`config.mk`:
```
export PLATFORM = sky130hd
export DESIGN_NAME = controller_op_stack_flat
export DESIGN_NICKNAME = d
export VERILOG_FILES = /design/src/rtl/controller_op_stack_if.sv /design/src/rtl/controller_op_stack.sv /design/src/flat_wrapper.sv
export SDC_FILE = /design/constraint.sdc
export NUM_CORES = 1
export LEC_CHECK = 0
export CAP_MARGIN = 15
export CORE_ASPECT_RATIO = 1.75
export CORE_MARGIN = 1
export CORE_UTILIZATION = 47
export DETAILED_ROUTE_END_ITERATION = 10
export PLACE_DENSITY = 0.66
export SKIP_CTS_REPAIR_TIMING = 1
export SLEW_MARGIN = 20
export SYNTH_ARGS = -nofsm -noshare
export SYNTH_HDL_FRONTEND = slang
export SYNTH_SLANG_ARGS = --single-unit
```
`constraint.sdc`:
```
create_clock -name Clock -period 4.6 [get_ports Clock]
set_input_delay 0.69 -clock Clock [delete_from_list [all_inputs] [get_ports Clock]]
set_output_delay 0.69 -clock Clock [all_outputs]
set_load 0.005 [all_outputs]
```
`src/rtl/controller_op_stack_if.sv`:
```
// Operator-stack bus between the calculator controller and the operator stack.
//
// Handshake semantics (one-cycle command, no back-pressure):
//   op_push / op_pop / op_clear are sampled on the rising Clock edge only.
//   They are level commands that act for exactly one edge. The stack never stalls.
//   op_busy is high in the cycle after any edge that changed the count or the top entry.
//   A controller that needs a settled op_data waits for op_busy==0. In practice op_data
//   is already valid in the cycle op_busy is high.
//   op_din is only looked at when op_push is high. It may be X otherwise.
//
// Ports (master = controller, slave = stack):
//   op_push, op_pop, op_clear, op_din        : controller -> stack
//   op_data, op_empty, op_full, op_count,
//   op_ovf, op_unf, op_busy                  : stack -> controller
interface controller_op_stack_if #(
  parameter int CO_W  = 3,
  parameter int PTR_W = 4
);
  logic            op_push;
  logic            op_pop;
  logic            op_clear;
  logic [CO_W-1:0] op_din;
  logic [CO_W-1:0] op_data;
  logic            op_empty;
  logic            op_full;
  logic [PTR_W:0]  op_count;
  logic            op_ovf;
  logic            op_unf;
  logic            op_busy;

  modport master (
    output op_push, op_pop, op_clear, op_din,
    input  op_data, op_empty, op_full, op_count, op_ovf, op_unf, op_busy
  );

  modport slave (
    input  op_push, op_pop, op_clear, op_din,
    output op_data, op_empty, op_full, op_count, op_ovf, op_unf, op_busy
  );
endinterface

```
`src/rtl/controller_op_stack.sv`:
```
// LIFO of pending operator codes for shunting-yard evaluation in the calculator controller.
// The top of the stack is kept in a register (top_q), so op_data has zero read latency.
// op_data is valid in the cycle after the edge that changed the stack.
//
// Ports:
//   Clock : rising-edge clock
//   Reset : synchronous, active-low; empties the stack and clears the error flags
//   bus   : controller_op_stack_if.slave
//             push/pop/clear/din in
//             data/empty/full/count/ovf/unf/busy out
//
// Command priority per edge is Reset, then op_clear, then the push/pop combination.
// push+pop together replaces the top entry. On an empty stack it acts as a plain push.
module controller_op_stack #(
  parameter int CO_W  = 3,
  parameter int DEPTH = 16,
  parameter int PTR_W = 4
) (
  input logic                  Clock,
  input logic                  Reset,
  controller_op_stack_if.slave bus
);

  localparam logic [PTR_W:0] FULL_CNT = (PTR_W+1)'(DEPTH);
  localparam logic [PTR_W:0] ONE      = (PTR_W+1)'(1);
  localparam logic [PTR_W:0] TWO      = (PTR_W+1)'(2);

  logic [CO_W-1:0]  mem [DEPTH];
  logic [PTR_W:0]   cnt, cnt_n;
  logic [CO_W-1:0]  top_q, top_n;
  logic             ovf_q, ovf_n;
  logic             unf_q, unf_n;
  logic             busy_q, busy_n;
  logic             wr_en;
  logic [PTR_W-1:0] wr_idx;
  logic             is_empty, is_full;
  logic [PTR_W:0]   cnt_m1, cnt_m2;

  assign is_empty = (cnt == '0);
  assign is_full  = (cnt == FULL_CNT);
  assign cnt_m1   = cnt - ONE;
  assign cnt_m2   = cnt - TWO;

  always_comb begin
    cnt_n  = cnt;
    top_n  = top_q;
    ovf_n  = ovf_q;
    unf_n  = unf_q;
    wr_en  = 1'b0;
    wr_idx = '0;
    if (bus.op_clear) begin
      cnt_n = '0;
      top_n = '0;
      ovf_n = 1'b0;
      unf_n = 1'b0;
    end else if (bus.op_push && !bus.op_pop) begin
      if (!is_full) begin
        wr_en  = 1'b1;
        wr_idx = cnt[PTR_W-1:0];
        cnt_n  = cnt + ONE;
        top_n  = bus.op_din;
      end else begin
        ovf_n = 1'b1;
      end
    end else if (!bus.op_push && bus.op_pop) begin
      if (!is_empty) begin
        cnt_n = cnt_m1;
        // The entry below the current top becomes the new top. Popping the last entry leaves 0.
        top_n = (cnt == ONE) ? '0 : mem[cnt_m2[PTR_W-1:0]];
      end else begin
        unf_n = 1'b1;
      end
    end else if (bus.op_push && bus.op_pop) begin
      if (!is_empty) begin
        // Replace the top in place. The count is unchanged.
        wr_en  = 1'b1;
        wr_idx = cnt_m1[PTR_W-1:0];
        top_n  = bus.op_din;
      end else begin
        // On an empty stack there is nothing to replace, so this is a plain push and not an underflow.
        wr_en  = 1'b1;
        wr_idx = '0;
        cnt_n  = ONE;
        top_n  = bus.op_din;
      end
    end
    busy_n = (cnt_n != cnt) || (top_n != top_q);
  end

  always_ff @(posedge Clock) begin
    if (!Reset) begin
      cnt    <= '0;
      top_q  <= '0;
      ovf_q  <= 1'b0;
      unf_q  <= 1'b0;
      busy_q <= 1'b0;
    end else begin
      cnt    <= cnt_n;
      top_q  <= top_n;
      ovf_q  <= ovf_n;
      unf_q  <= unf_n;
      busy_q <= busy_n;
    end
  end

  // Storage needs no reset. Entries above cnt are never observed.
  always_ff @(posedge Clock) begin
    if (Reset && wr_en) begin
      mem[wr_idx] <= bus.op_din;
    end
  end

  assign bus.op_data  = top_q;
  assign bus.op_empty = is_empty;
  assign bus.op_full  = is_full;
  assign bus.op_count = cnt;
  assign bus.op_ovf   = ovf_q;
  assign bus.op_unf   = unf_q;
  assign bus.op_busy  = busy_q;

endmodule

```
`src/flat_wrapper.sv`:
```
// flat-port wrapper written by rule: the top's interface ports become plain ports
module controller_op_stack_flat 
#(
  parameter int CO_W  = 3,
  parameter int DEPTH = 16,
  parameter int PTR_W = 4
)
  (Clock, Reset, bus_op_push, bus_op_pop, bus_op_clear, bus_op_din, bus_op_data, bus_op_empty, bus_op_full, bus_op_count, bus_op_ovf, bus_op_unf, bus_op_busy);
  controller_op_stack_if #(.CO_W(CO_W), .PTR_W(PTR_W)) bus_i ();
  input logic Clock;
  input logic Reset;
  input wire logic [$bits(bus_i.op_push)-1:0] bus_op_push;
  input wire logic [$bits(bus_i.op_pop)-1:0] bus_op_pop;
  input wire logic [$bits(bus_i.op_clear)-1:0] bus_op_clear;
  input wire logic [$bits(bus_i.op_din)-1:0] bus_op_din;
  output wire logic [$bits(bus_i.op_data)-1:0] bus_op_data;
  output wire logic [$bits(bus_i.op_empty)-1:0] bus_op_empty;
  output wire logic [$bits(bus_i.op_full)-1:0] bus_op_full;
  output wire logic [$bits(bus_i.op_count)-1:0] bus_op_count;
  output wire logic [$bits(bus_i.op_ovf)-1:0] bus_op_ovf;
  output wire logic [$bits(bus_i.op_unf)-1:0] bus_op_unf;
  output wire logic [$bits(bus_i.op_busy)-1:0] bus_op_busy;
  assign bus_i.op_push = bus_op_push;
  assign bus_i.op_pop = bus_op_pop;
  assign bus_i.op_clear = bus_op_clear;
  assign bus_i.op_din = bus_op_din;
  assign bus_op_data = bus_i.op_data;
  assign bus_op_empty = bus_i.op_empty;
  assign bus_op_full = bus_i.op_full;
  assign bus_op_count = bus_i.op_count;
  assign bus_op_ovf = bus_i.op_ovf;
  assign bus_op_unf = bus_i.op_unf;
  assign bus_op_busy = bus_i.op_busy;
  controller_op_stack #(.CO_W(CO_W), .DEPTH(DEPTH), .PTR_W(PTR_W)) u_core (.Clock(Clock), .Reset(Reset), .bus(bus_i));
endmodule
```
==> flow_metrics.tcl <==
set metrics [dict create \
    totalNegativeSetupSlack_ns 0 \
    complex_gate_fraction_of_the_synthesized_area_pct 12.4 \
    die_width_um 64.5 \
    final-hold-violation-count 0 \
    clk-insertion-delay-late_ns 0.33 \
    ioPinCount 21 \
    ff_latch_count_synth 59 \
    post_synth_cell_types 47 \
    tritoncts "yes" \
    netlist_top_cells_count "48 x edfxtp_1, 29 x nor2_1, 21 x mux2i_1" \
    wirelength_met1_um 2730 \
    grt_setup_unrepaired "false" \
    met2_wirelength_um 4170 \
    synth_async_sr_flop_share_pct 0 \
    synth.yosys.seq_area_share_pct 51.7 \
    place_ws_ns 0.889 \
    timing.final.setup_violations 0 \
    final_weighted_congestion_of_routability_driven_global_placement 0.885 \
    critical_path_required_ns 4.81 \
    placedCellCount 365 \
    maxSlewHeadroom_pct 36.4 \
    std_cell_rows 39 \
    htreeDepth 3 \
    crit_chain "inv_1 -> ha_1 -> nand4bb_1 -> ha_1 -> nor2_1 -> a21oi_1 -> mux2_2 -> a2111oi_4 -> nand4_1 -> o41a_1" \
    cp_slowest_stage_delay_ns 0.51 \
    synth-edff-count 48 \
    grt_start_max_net_pins 28 \
    cts.path.max_buffers 2 \
    final.min_clock_period_ns 3.77 \
    antenna_cells_inserted 0 \
    drtPass1Iterations 4 \
    number_of_drc_violations_after_detailed_routing_iteration_0 261 \
    achievable-frequency_mhz 265 \
    timing.clock.skew_ns 0.00776 \
    postRouteWirelength_um 7430 \
    antenna_found_initial 0 \
    power_density_nw_per_um2 395 \
    top_reg_cell_synth "edfxtp_1" \
    yosysWarnings 0 \
    grt_pass1_wl_um 12000 \
    net_count_synth 295 \
    synth_most_common_cell "edfxtp_1" \
    grt_usage_pct 23.3 \
    grt_pass1_vias 2272 \
    dpl.hpwl_um 5420 \
    synth_area_per_cell_um2 11.6 \
    drt-vias-per-instance 5.83 \
    power.switching_fraction_pct 21.5 \
    synth_simple_gate_area_share_pct 14.1 \
    synthDominantCellAreaShare_pct 44.8 \
    hold_path_class "flip-flop to flip-flop" \
    synthDominantAreaCellType "edfxtp_1" \
    cts-buffers-inserted 9 \
    design.final.nets 312 \
    critical_path_class "flip-flop to flip-flop" \
    min_period_over_period_pct 81.9 \
    dr.max_layer_used "met4" \
    critical_path.most_common_cell "ha_1" \
    critical_path.max_fanout 15 \
    seq_power_share_pct 39.6 \
    placeableCoreArea_um2 6590 \
    transition_time_at_the_pin_with_the_least_slew_margin_ns 0.950 \
    synth.mux.area_fraction_pct 13.2 \
    vias 2223 \
    data_arrival_time_of_the_critical_path_ns 3.98 \
    worst_slack_ns 0.832 \
    p_int_w 0.00118 \
    detail-route-antenna-nets 0 \
    overflow 0 \
    effective_utilization_at_floorplan_pct 48.8 \
    syn_area_um2 3220 \
    clkTransAtPathRegs_ns 0.05 \
    worst_ir_drop_vdd_mv 0.289 \
    drv_slew 0 \
    place.port_buffers 20 \
    cpMaxStageDelayCell "dfxtp_1" \
    route.detailed.wl_per_inst_um 19.5 \
    finalHoldWorstSlack_ns 0.468 \
    die_y_um 111 \
    share_comb_of_total_power_pct 10.7 \
    run_status "complete, no violations" \
    cts.sinks 59 \
    drcViolationCount 0 \
    stdcell_count 381 \
    combinational_family_with_the_most_area_after_synthesis "simple AND/OR/NAND/NOR gates" \
    design.die.area_um2 7190 \
    synth_adder_area_share_pct 3.89 \
    drive_above_1_share_pct 10.0 \
    power_frac_clock_pct 49.8 \
    total_switching_power_w 0.000323 \
    synth.top_cells.by_area "edfxtp_1 45%, dfxtp_1 6.8%, mux2i_1 6.5%" \
    ctsRootBufferMaster "clkbuf_16" \
    static-leakage-power_nw 1.31 \
    cap_viol_max_count 0 \
    synthesis.instances 277 \
    wl_met3_um 234 \
    crit_path_start_kind "flip-flop" \
    area_growth_pct 18.1 \
    post_synth_xor_area_fraction_pct 1.63 \
    crit_path_end_kind "flip-flop" \
]
## cells in the final DEF, fill, tap and decap left out, types with 4 or more instances in the layout
cell	count
ha_1	10
clkbuf_16	9
a211oi_1	9
nand2b_1	10
a21oi_1	16
xnor2_1	5
mux4_2	8
mux2i_1	21
nand3_1	7
clkdlybuf4s50_1	20
nor2_1	29
edfxtp_1	48
nor3_1	5
o21ai_0	8
dfxtp_1	11
inv_1	7
nand2_1	16
o21bai_1	4
nor2b_1	7
## cells by family after synthesis
| group | after synthesis |
|---|---|
| buffers and inverters | 24 |
| muxes | 32 |
| xor gates and xnor gates | 6 |
| AOI/OAI and AO/OA | 57 |
| DFF | 59 |
| and+or+nand+nor | 89 |
| adders and majority gates | 10 |
## path summary, 6_finish.rpt
check | slack, ns | to | start | cells after the start
max | 0.83 | u_core.bus.op_busy | u_core.bus.op_count[0] | 10
min | 0.47 | u_core.bus.op_ovf | u_core.bus.op_ovf | 2
max reg2reg | 0.83 | u_core.bus.op_busy | u_core.bus.op_count[0] | 10
min reg2reg | 0.47 | u_core.bus.op_ovf | u_core.bus.op_ovf | 2
## flip-flops by register name (all words and copies together) (netlist names)
name	flops
u_core.bus.op_busy	1
u_core.bus.op_count	5
u_core.bus.op_data	3
u_core.bus.op_ovf	1
u_core.bus.op_unf	1
u_core.mem	48
## stage by stage
step                power [W]  utilization, %  cell area (um2)
floorplan            0.000708               -             3220
global placement     0.000761            52.6             3470
detailed placement   0.000763            52.6             3470
CTS                   0.00151            57.7             3800
global route          0.00155            57.7             3800
finish                0.00150            57.7             3800
## layer usage
| metal | up-vias | global-route usage (%) |
|---|---|---|
| met1 | 1070 | 24.6 |
| met2 | 57 | 41.2 |
| met4 | 0 | 13.0 |
| met3 | 26 | 5.43 |
| li1 | 1070 | - |
| met5 | - | 0 |
## power by group through the flow
stage               sequential, W  combinational (W)  clock (W)
CTS                      0.000593           0.000160   0.000754
detailed placement       0.000604           0.000160          0
floorplan                0.000600           0.000109          0
global route             0.000594           0.000175   0.000783
finish                   0.000593           0.000160   0.000747
global placement         0.000603           0.000158          0
## critical path: cells and delay by family (launching register included)
kind | cells | cell delay [ns]
muxes | 1 | 0.39
adders and majority gates | 2 | 0.77
buffers and inverters | 1 | 0.34
and+or+nand+nor | 3 | 0.64
DFF | 1 | 0.51
AOI/OAI and AO/OA | 3 | 1.00
## cell type report
class,instances,area [um2]
Clock buffer,9,225
Clock inverter,7,106
Fill cell,561,2790
Inverter,7,26.3
Multi-Input combinational cell,194,1460
Sequential cell,59,1660
Tap cell,82,103
Timing Repair Buffer,23,223
Power figures use the tool's default switching activity.
